[src/rtl/round_countdown_timer_if.sv]
// Control pulses and status outputs of the per-round countdown timer.
// Pulses are single-cycle and sampled on the rising clock edge; status outputs are registered levels/pulses.
interface round_countdown_timer_if;
  logic       start;
  logic       pause_toggle;
  logic       add_time;
  logic [5:0] time_remaining;
  logic       running;
  logic       timeout;
  logic       expired;
  logic [1:0] dbg_state;

  modport master (
    output start, pause_toggle, add_time,
    input  time_remaining, running, timeout, expired, dbg_state
  );

  modport slave (
    input  start, pause_toggle, add_time,
    output time_remaining, running, timeout, expired, dbg_state
  );
endinterface

[src/rtl/round_countdown_timer.sv]
// Round countdown: seconds-remaining counter driven by an internal prescaler,
// with pause, saturating bonus credit and restart. All outputs are registered.
module round_countdown_timer #(
  parameter int CLK_HZ        = 100_000_000,
  parameter int START_SECONDS = 30,
  parameter int MAX_SECONDS   = 30,
  parameter int BONUS_SECONDS = 5
) (
  input  logic                   clk,
  input  logic                   rst_n,
  round_countdown_timer_if.slave bus
);

  localparam int              PW         = (CLK_HZ > 1) ? $clog2(CLK_HZ) : 1;
  localparam logic [PW-1:0]   PRESC_LAST = PW'(CLK_HZ - 1);
  localparam logic [5:0]      START_T    = 6'(START_SECONDS);
  localparam logic [6:0]      MAX_T      = 7'(MAX_SECONDS);
  localparam logic [6:0]      BONUS_T    = 7'(BONUS_SECONDS);

  typedef enum logic [1:0] {
    IDLE    = 2'd0,
    RUN     = 2'd1,
    PAUSE   = 2'd2,
    EXPIRED = 2'd3
  } state_e;

  state_e        state_q, state_d;
  logic [PW-1:0] presc_q, presc_d;
  logic [5:0]    time_q, time_d;
  logic          running_q, running_d;
  logic          timeout_q, timeout_d;
  logic          expired_q, expired_d;
  logic          tick;
  logic [6:0]    t_next;

  // Sum is formed in 7 bits so a credit near the top cannot wrap before clamping.
  function automatic logic [6:0] credit(input logic [6:0] t);
    logic [6:0] sum;
    sum = t + BONUS_T;
    return (sum > MAX_T) ? MAX_T : sum;
  endfunction

  always_comb begin
    state_d   = state_q;
    presc_d   = presc_q;
    time_d    = time_q;
    timeout_d = 1'b0;
    tick      = 1'b0;
    t_next    = {1'b0, time_q};

    if (bus.start) begin
      state_d = RUN;
      presc_d = '0;
      time_d  = START_T;
    end else begin
      unique case (state_q)
        RUN: begin
          tick    = (presc_q == PRESC_LAST);
          presc_d = tick ? '0 : presc_q + PW'(1);
          // Decrement before crediting, so a bonus on the last tick rescues the round.
          if (tick)         t_next = t_next - 7'd1;
          if (bus.add_time) t_next = credit(t_next);
          time_d = t_next[5:0];
          if (t_next == 7'd0) begin
            state_d   = EXPIRED;
            timeout_d = 1'b1;
          end else if (bus.pause_toggle) begin
            state_d = PAUSE;
          end
        end
        PAUSE: begin
          if (bus.add_time) begin
            t_next = credit(t_next);
            time_d = t_next[5:0];
          end
          if (bus.pause_toggle) state_d = RUN;
        end
        default: ;
      endcase
    end

    running_d = (state_d == RUN);
    expired_d = (state_d == EXPIRED);
  end

  always_ff @(posedge clk or negedge rst_n) begin
    if (!rst_n) begin
      state_q   <= IDLE;
      presc_q   <= '0;
      time_q    <= START_T;
      running_q <= 1'b0;
      timeout_q <= 1'b0;
      expired_q <= 1'b0;
    end else begin
      state_q   <= state_d;
      presc_q   <= presc_d;
      time_q    <= time_d;
      running_q <= running_d;
      timeout_q <= timeout_d;
      expired_q <= expired_d;
    end
  end

  assign bus.time_remaining = time_q;
  assign bus.running        = running_q;
  assign bus.timeout        = timeout_q;
  assign bus.expired        = expired_q;
  assign bus.dbg_state      = state_q;

endmodule

[src/flat_wrapper.sv]
// flat-port wrapper written by rule: the top's interface ports become plain ports
module round_countdown_timer_flat 
#(
  parameter int CLK_HZ        = 100_000_000,
  parameter int START_SECONDS = 30,
  parameter int MAX_SECONDS   = 30,
  parameter int BONUS_SECONDS = 5
)
  (clk, rst_n, bus_start, bus_pause_toggle, bus_add_time, bus_time_remaining, bus_running, bus_timeout, bus_expired, bus_dbg_state);
  round_countdown_timer_if bus_i ();
  input  logic clk;
  input  logic rst_n;
  input wire logic [$bits(bus_i.start)-1:0] bus_start;
  input wire logic [$bits(bus_i.pause_toggle)-1:0] bus_pause_toggle;
  input wire logic [$bits(bus_i.add_time)-1:0] bus_add_time;
  output wire logic [$bits(bus_i.time_remaining)-1:0] bus_time_remaining;
  output wire logic [$bits(bus_i.running)-1:0] bus_running;
  output wire logic [$bits(bus_i.timeout)-1:0] bus_timeout;
  output wire logic [$bits(bus_i.expired)-1:0] bus_expired;
  output wire logic [$bits(bus_i.dbg_state)-1:0] bus_dbg_state;
  assign bus_i.start = bus_start;
  assign bus_i.pause_toggle = bus_pause_toggle;
  assign bus_i.add_time = bus_add_time;
  assign bus_time_remaining = bus_i.time_remaining;
  assign bus_running = bus_i.running;
  assign bus_timeout = bus_i.timeout;
  assign bus_expired = bus_i.expired;
  assign bus_dbg_state = bus_i.dbg_state;
  round_countdown_timer #(.CLK_HZ(CLK_HZ), .START_SECONDS(START_SECONDS), .MAX_SECONDS(MAX_SECONDS), .BONUS_SECONDS(BONUS_SECONDS)) u_core (.clk(clk), .rst_n(rst_n), .bus(bus_i));
endmodule
[config.mk]
export PLATFORM = sky130hd
export DESIGN_NAME = round_countdown_timer_flat
export DESIGN_NICKNAME = d
export VERILOG_FILES = /design/src/rtl/round_countdown_timer_if.sv /design/src/rtl/round_countdown_timer.sv /design/src/flat_wrapper.sv
export SDC_FILE = /design/constraint.sdc
export NUM_CORES = 1
export LEC_CHECK = 0
export BUFFER_PORTS_ARGS = -buffer_cell sky130_fd_sc_hd__buf_2
export CORE_MARGIN = 8
export CORE_UTILIZATION = 50
export CTS_BUF_LIST = sky130_fd_sc_hd__clkbuf_4 sky130_fd_sc_hd__clkbuf_8
export DETAILED_ROUTE_END_ITERATION = 12
export PLACE_DENSITY_LB_ADDON = 0.08
export SLEW_MARGIN = 40
export SYNTH_ARGS = -nofsm -noshare
export SYNTH_HDL_FRONTEND = slang
export SYNTH_SLANG_ARGS = --single-unit
[constraint.sdc]
create_clock -name clk -period 3.85 [get_ports clk]
set_clock_uncertainty 0.1 [all_clocks]
set_input_delay 0.77 -clock clk [delete_from_list [all_inputs] [get_ports clk]]
set_output_delay 0.77 -clock clk [all_outputs]
set_load 0.02 [all_outputs]
After elaboration in Yosys (flattened, before gate mapping) --
Index checks and enable logic that the tools add are counted.
Operators by class: bitwise operators 0, shift-type cells 0, equal/unequal tests 6, $lt $le $gt $ge 2, multiply operators 0, reductions and logical operators 4, div/mod/pow operators 0, $add $sub $neg 4, muxes and demuxes 22
Operator list (count):
- $mux W27 | 3
- $mux W7 | 7
- $add A27 B1 Y27 const B | 1
- $eq A27 B27 Y1 const B | 1
- $mux W6 | 3
- $gt A7 B5 Y1 const B | 2
- $pmux W6 S2 | 1
- $mux W2 | 4
- $add A6 B3 Y7 const B | 1
- $add A7 B3 Y7 const B | 1
- $logic_not A7 Y1 | 1
- $sub A6 B1 Y7 const B | 1
- $eq A2 B1 Y1 const B | 2
- $eq A2 B2 Y1 const B | 2
- $pmux W2 S2 | 1
- $mux W1 | 3
- $ne A3 B3 Y1 const B | 1
- $reduce_bool A3 Y1 | 1
- $reduce_and A2 Y1 | 1
- $reduce_bool A2 Y1 | 1
Word-level totals: RAM bits 0, output and inout bits 11, bits in read-only memories 0, word-level logic and storage cells 44, memories kept 0, bits of input ports 5, bits in latches 0, register bits after elaboration 38

Logic depth before layout (Yosys ltp) --
Gate-level depths: netlist of run 1.
word-level depth 15, gate-level depth with buffers 13

Worst setup path before layout of run 1 --
No wires, ideal clock.
path kind flip-flop to flip-flop, start point register u_core.presc_q[9], end point register u_core.running_q, in the netlist u_core.bus.running, stages on the path, launching flop included 11, slack 375 ps, data required time 3624 ps, arrival time 3249 ps, cell sequence dfrtp_1 or4_1 nor4_1 nand2_1 o21ai_0 ha_1 nor2_1 a211oi_1 or4b_1 o2bb2a_4 o311a_1
On the way: word-level cells in the longest chain between the ends 15
RTL lines:
- start, declared | RTL line round_countdown_timer.sv:28 | logic [PW-1:0] presc_q, presc_d;
- start signal, assigned | RTL line round_countdown_timer.sv:96 | presc_q <= presc_d;
- $eq A27 B27 Y1 * | RTL line round_countdown_timer.sv:58 | tick = (presc_q == PRESC_LAST);
- $mux W7 * | RTL line round_countdown_timer.sv:61 | if (tick) t_next = t_next - 7'd1;
- $mux W7 * | RTL line round_countdown_timer.sv:56 | unique case (state_q)
- $mux W7 * | RTL line round_countdown_timer.sv:51 | if (bus.start) begin
- $add A7 B3 Y7 | RTL line round_countdown_timer.sv:39 | sum = t + BONUS_T;
- $gt A7 B5 Y1 | RTL line round_countdown_timer.sv:40 | return (sum > MAX_T) ? MAX_T : sum;
- $mux W7 | RTL line round_countdown_timer.sv:40
- $mux W7 * | RTL line round_countdown_timer.sv:62 | if (bus.add_time) t_next = credit(t_next);
- $mux W7 * | RTL line round_countdown_timer.sv:56
- $mux W7 * | RTL line round_countdown_timer.sv:51
- $logic_not A7 Y1 * | RTL line round_countdown_timer.sv:64 | if (t_next == 7'd0) begin
- $mux W2 * | RTL line round_countdown_timer.sv:64
- $pmux W2 S2 * | RTL line round_countdown_timer.sv:56
- $mux W2 * | RTL line round_countdown_timer.sv:51
- $eq A2 B1 Y1 * | RTL line round_countdown_timer.sv:82 | running_d = (state_d == RUN);
- via u_core.running_d | RTL line round_countdown_timer.sv:30 | logic running_q, running_d;
- end signal, assigned | RTL line round_countdown_timer.sv:98 | running_q <= running_d;
- end, declared | RTL line round_countdown_timer.sv:30
Mark *: on every way through the listed nets, which the timed path passes. The rest lies on a longest branch. The select of a mux whose other input is x is not followed. A chain may end at the register's enable or synchronous reset.

Worst setup path in the final report of run 1 --
start point register u_core.presc_q[17], end point register u_core.running_q, in the netlist u_core.bus.running
The elaborated chain is that of the path after synthesis.

==> results of run 1 <==
-- timing repair --
item | in CTS | in global routing
hold buffers | 0 | 0
endpoints found under the setup margin | 0 | 10
endpoints found under the hold margin | 0 | 0
gates resized for setup | 0 | 4
-- per-layer routing --
layer / routed length, microns / global-route usage, % / vias to the layer above
met2: 3170 / 26.6 / 87
met1: 3280 / 25.0 / 1239
met4: 75 / 5.32 / 0
met3: 473 / 3.70 / 7
li1: - / - / 1243
met5: 0 / 0 / -
-- layout make-up --
| class | instances | share of cell area (%) |
|---|---|---|
| Sequential cell | 38 | 30.4 |
| Inverter | 11 | 1.31 |
| Clock buffer | 6 | 2.63 |
| Timing Repair Buffer | 23 | 4.38 |
| Tap cell | 72 | 2.87 |
| Clock inverter | 2 | 1.91 |
| Multi-Input combinational cell | 270 | 56.5 |
-- worst reg2reg max path: stages, from the launching register on --
cell and delay [ns]:
dfrtp_1 0.42, or4b_1 0.52, nor4_2 0.33, nand2_2 0.16
o21ai_0 0.32, ha_1 0.33, nor2_1 0.15, a211oi_1 0.11
or4b_1 0.53, o2bb2a_4 0.26, o311a_1 0.29
-- per-stage QoR --
step / cell area (sq um) / power, mW / hold slack, ns / std cells
global route: 3140 / 1.99 / 0.375 / 422
finish: 3140 / 1.86 / 0.332 / 422
global placement: 2980 / 1.41 / 0.416 / 414
CTS: 3120 / 1.85 / 0.350 / 422
floorplan: 2810 / 1.20 / 0.359 / 331
detailed placement: 2980 / 1.41 / 0.423 / 414
-- cells in the final DEF (no fill, tap or decap), drive strengths merged, types with 8 or more instances in the layout --
cell type  synthesis  routed
o21ai             32      32
nor2              40      40
xor2              12      12
xnor2             11      11
inv               11      11
nand2             25      25
a21oi             14      14
nand3             21      21
dfrtp             34      34
buf                4      23
ha                 8       8
-- how the worst max path moves through the flow --
| stage | end | slack (ns) | depth (start not counted) |
|---|---|---|---|
| floorplan | u_core.bus.running | 0.38 | 10 |
| global placement | u_core.bus.running | 0.27 | 12 |
| detailed placement | u_core.bus.running | 0.13 | 10 |
| CTS | u_core.bus.running | 0.11 | 10 |
| global route | u_core.bus.expired | 0.02 | 10 |
| finish | u_core.bus.running | 0.22 | 10 |
-- logic make-up after synthesis --
logic type	count (synthesis)	share of synthesized area, %
xor+xnor	23	8.11
compound gates	84	19.2
fa+ha+maj	8	3.57
buf+inv	23	3.43
flops	38	34.0
mux	4	1.47
simple gates	151	30.2
-- state kept, by name, summed over array words and instances (netlist names) --
register                   flops
u_core.bus.timeout             1
u_core.bus.expired             1
u_core.bus.time_remaining      6
u_core.presc_q                27
u_core.bus.running             1
u_core.bus.dbg_state           2
-- power groups by stage --
stage          clock network, mW  registers (mW)  logic [mW]
4_1_cts                    0.438           0.550       0.863
5_1_grt                    0.451           0.566       0.975
6_report                   0.431           0.552       0.877
3_5_place_dp                   0           0.558       0.856
2_1_floorplan                  0           0.557       0.641
3_3_place_gp                   0           0.558       0.857
==> metrics.txt, run 1 <==
# rows=27; final critical-path share of the clock period=between 90 and 100%; Switching Fraction=about two fifths; critical path's top delay family=simple AND/OR/NAND/NOR gates; r2r endpoint=u_core.bus.running; shortest period the worst path allows=roughly 3.6 ns; Cell variety after synth=63; Static Leak=roughly 1.3 nW; CP Data Required Time=3.93 ns; Inserted Diodes=0; total track usage=between 10% and 20%; post-synth top area share=between 30% and 40%; Cell Area, Synth=2810 sq um; most numerous cell in the Yosys netlist=nor2_1; CTS tree=yes; Slew Viols, Final=0; Worst Path Max Fanout=6; ranking of synthesized cells by area=dfrtp_1 30%, nor2_1 5.3%, o21ai_0 5.2%, dfstp_2 3.7%, ha_1 3.6%; Reg area=around 960 sq um; placer congestion estimate=approximately 0.88; EDFF count, synth=0; Clk Latency, worst-skew pair=0.30 ns; RSZ-0062 raised after global routing=no; GRT overflow=0; Port Buf Inserts=15; clock buffer depth=2; yosys warns=0; antenna violations before repair=0; Peak Freq=~0.28 GHz; Slew headroom=about 49%; Worst R2R Start=u_core.presc_q[17]; endpoints failing hold=0; CP dominant cell by count=or4b_1; leading area contributor after synthesis=dfrtp_1; r2r setup slk=roughly 0.22 ns; Crit Path Category=flop to flop; Max Cap Violations=0; Final #Nets=362; via/cell ratio=6.10; first-pass GRT wire length=12.3 mm; CP startpoint kind=flop; R2R depth=10; CTS Root Cell=clkbuf_8; Area Growth Syn to Fin=11.9%; Max IR drop VDD=approximately 0.00036 V; Core Area=roughly 5500 sq um; Initial Util=51.3%; crit end category=flop; final core area utilization=about 57%; top cells by count, synth=40 x nor2_1, 34 x dfrtp_1, 29 x o21ai_0, 25 x nand2_1, 20 x nand3_1; Synth Net Count=344; Largest stage delay, worst path=roughly 0.53 ns; post-place setup slack=between 0.1 and 0.15 ns; Layout fillers=a little over 500; die area=~8300 sq um; I/O pins=16; Min-Delay Path Class=primary input to asynchronous set/reset pin; critical-path cell list=or4b_1 > nor4_2 > nand2_2 > o21ai_0 > ha_1 > nor2_1 > a211oi_1 > or4b_1 > o2bb2a_4 > o311a_1; TritonCTS buffer count=5; register bit total from synthesis=38; WP buf/inv=0; DRT antenna net count=0; DR vias=between 2000 and 3000; DRC errors left=0; Sequential Power Share=between 20% and 30%; Pre-antenna DRT Iters=5; DRT Wirelength=around 7 mm; Die H=around 91 microns; status=complete, no violations; count of final setup violators=0; TNS Setup=0 ns; Worst-Margin Slew=0.765 ns; vias in the first global route=2378; share of cells above drive strength 1=~15%; DIE WIDTH=between 90 and 100 microns; WL/cell=between 15 and 20 microns; crit path launch=u_core.presc_q[17]; Top FF cell, synth=dfrtp_1; Initial DRC Count=~320; post-synthesis sequential area ratio=approximately 34%; Post-CTS Setup Inserts=0; pwr dens=slightly below 600 nW/um^2; area of the multi-input gates=between 1500 and 2000 sq um; DP HPWL=about 5 mm; combinational share of power=a little under half; largest net degree at the start of global routing=39; final setup margin=roughly 0.22 ns; syn avg cell area=about 8.5 sq um; P_int=roughly 1.1 mW; Clock transition at path regs=around 0.090 ns; Worst Path Arrival=between 3 and 4 ns; Worst path slowest cell=or4b_1; clock sink total=38; P_sw=just under 0.8 mW; Syn Inst Count=331; asr flop ratio synth=100%; Clk network pwr share=23.2%; H-tree levels=2
Note: power is estimated with default switching activity, not from simulation.
==> run 2: changes to the inputs <==
Settings changed: ABC_AREA from default to 1.
==> run 2 against run 1 <==
Effect of this change: sequential share of layout area rose by 0.98 points; sequential power decreased by 8.3%; worst hold slack got worse by 0.0015 ns; synthesized cell count increased by 22%; non-clock buffer count is 5 lower; critical path depth increased by 15; total power shrank 21%; core utilization is 1.4 points lower; final cell count rose by 17%; clock power fell by 29%.
==> metrics.txt, run 2 <==
status=complete, no violations; DP HPWL=roughly 5.1 mm; P_sw=~0.64 mW; via/cell ratio=approximately 5.3; leading area contributor after synthesis=dfrtp_1; most common cell after layout, fill and taps aside=nand2_1; asr flop ratio synth=100%; H-tree levels=2; Max IR drop VDD=approximately 0.00034 V; Initial DRC Count=approximately 210; RSZ-0062 raised after global routing=no; CTS Root Cell=clkbuf_8; Pre-antenna DRT Iters=5; TNS Setup=0 ns; register bit total from synthesis=38; Synth Net Count=roughly 420; Port Buf Inserts=15; WL/cell=13.4 microns; CP startpoint kind=flop; shortest period the worst path allows=approximately 3.1 ns; syn avg cell area=6.90 sq um; # rows=27; final hold slack=0.330 ns; post-synthesis sequential area ratio=about a third; Top FF cell, synth=dfrtp_1; Pwr Total=between 1 and 1.5 mW; Switching Fraction=between 40% and 50%; combinational share of power=between 40 and 50%; count of final setup violators=0; met2 GRT Util=about 27%; CTS tree=yes; Final #Nets=around 430; Min-Delay Path Class=primary input to asynchronous set/reset pin; DIE WIDTH=a little over 90 microns; largest net degree at the start of global routing=39; Non-Filler Instances=between 400 and 500; Sequential Power Share=about a third; post-synth top area share=a little over 30%; cts repair resizes=0; Worst-Margin Slew=roughly 0.56 ns; I/O pins=16; EDFF count, synth=0; most frequent cells in the layout=90 x nand2_1, 55 x nor2_1, 45 x inv_1; Cell variety after synth=36; Worst Path Arrival=approximately 3.2 ns; grt met3 use=under 10%; share of cells above drive strength 1=about 15%; Inserted Diodes=0; final critical-path share of the clock period=about four fifths; Cell Area, Synth=between 2000 and 3000 sq um; Post-CTS Setup Inserts=0; Slew headroom=62.6%; most numerous cell in the Yosys netlist=nand2_1; Peak Freq=about 0.32 GHz; first-pass GRT wire length=11.7 mm; final setup margin=around 0.75 ns; Worst Path Max Fanout=9; CP Data Required Time=3.91 ns; ranking of synthesized cells by area=dfrtp_1 31%, nand2_1 12%, nor2_1 7.4%, inv_1 6.1%, nand3_1 5.0%; DR vias=2617; hold_buf cts=0; max reg flops=27; pwr dens=just under 500 nW/um^2; vias in the first global route=about 2600; r2r setup slk=~0.75 ns; P_int=approximately 0.8 mW; Clk network pwr share=between 20% and 30%; DRT antenna net count=0; yosys warns=0; endpoints failing hold=0; clock sink total=38; Slew Viols, Final=0; Die H=90.7 microns; crit end category=flop; antenna violations before repair=0; Max Cap Violations=0; Static Leak=1.40 nW; post-place setup slack=0.766 ns; Initial Util=51.3%; dpl cells=around 490; Core Area=~5400 sq um; top cells by count, synth=90 x nand2_1, 55 x nor2_1, 45 x inv_1, 34 x dfrtp_1, 28 x nand3_1; DRC errors left=0; Crit Path Category=flop to flop; GRT overflow=0; Most flops, register=u_core.presc_q; placer congestion estimate=a little under 0.9; die area=about 8200 sq um; Area Growth Syn to Fin=9.20%; Clk Latency, worst-skew pair=between 0.2 and 0.3 ns; DRT Wirelength=between 6 and 7 mm; Clock transition at path regs=0.08 ns; GR Util met1=about 23%; clock buffer depth=2; Syn Inst Count=~400; TritonCTS buffer count=5; total track usage=about 17%; busiest grt layer=met2
==> run 2: through the flow <==
| step | cell area (sq um) | utilization (%) |
|---|---|---|
| after floorplan | 2790 | - |
| after global placement | 2940 | 54.1 |
| after detailed placement | 2950 | 54.2 |
| after CTS | 3040 | 56.0 |
| after global routing | 3040 | 56.0 |
| final | 3040 | 56.0 |
==> run 2: worst paths after layout <==
path | start | end | cells past startpoint
min in group clk | u_core.presc_q[0] | u_core.presc_q[0] | 1
worst max register to register | u_core.presc_q[0] | u_core.bus.running | 25
worst max-delay path | u_core.presc_q[0] | u_core.bus.running | 25
max in group asynchronous | rst_n | u_core.bus.time_remaining[3] | 1
worst min-delay path | rst_n | u_core.presc_q[17] | 1
worst min register to register | u_core.presc_q[0] | u_core.presc_q[0] | 1
==> run 2: area by class of cell <==
type / count / area (sq um)
Fill cell: 539 / 2390
Multi-Input combinational cell: 305 / 1600
Sequential cell: 38 / 956
Inverter: 53 / 200
Timing Repair Buffer: 18 / 100
Clock buffer: 8 / 97.6
Tap cell: 72 / 90.1
==> run 2: per-layer routing <==
layer	share of wire, %	wire, microns
met5	0	0
met4	0.99	66
met3	5.3	354
met2	45	2960
met1	49	3260
==> run 2: critical path, stage by stage (launching register included) <==
cell and delay [ns]:
dfrtp_1 0.39, ha_1 0.18, nand2_1 0.07, nor2_1 0.15, nand2_2 0.12, nor2_4 0.18, nand2_4 0.12, nand2_1 0.09
nand2_2 0.09, ha_1 0.22, inv_1 0.07, nand3_1 0.11, nand2_2 0.09, nand2_1 0.06, nand2_1 0.06, nor2_1 0.04
nand2_1 0.07, nand3_1 0.08, nor2_1 0.09, nor2_1 0.06, nor2_1 0.08, nand2_1 0.11, nand2_1 0.08, nand2_1 0.07
a21oi_2 0.14, a21oi_1 0.05
==> run 2: power by group through the flow <==
stage | combinational, mW | clock [mW] | sequential [mW]
6_report | 0.652 | 0.305 | 0.506
2_1_floorplan | 0.461 | 0 | 0.526
3_3_place_gp | 0.648 | 0 | 0.511
5_1_grt | 0.735 | 0.328 | 0.514
3_5_place_dp | 0.649 | 0 | 0.512
4_1_cts | 0.652 | 0.317 | 0.504
==> run 2: cells by family (layout without fill, tap and decap cells) <==
group	Yosys count	after routing	synth area share, %
and+or+nand+nor	230	230	37.3
buffers and inverters	61	79	8.30
AOI/OAI and AO/OA	50	50	11.0
DFF	38	38	34.3
xor gates and xnor gates	15	15	4.71
adders and majority gates	8	8	3.59
muxes	2	2	0.718
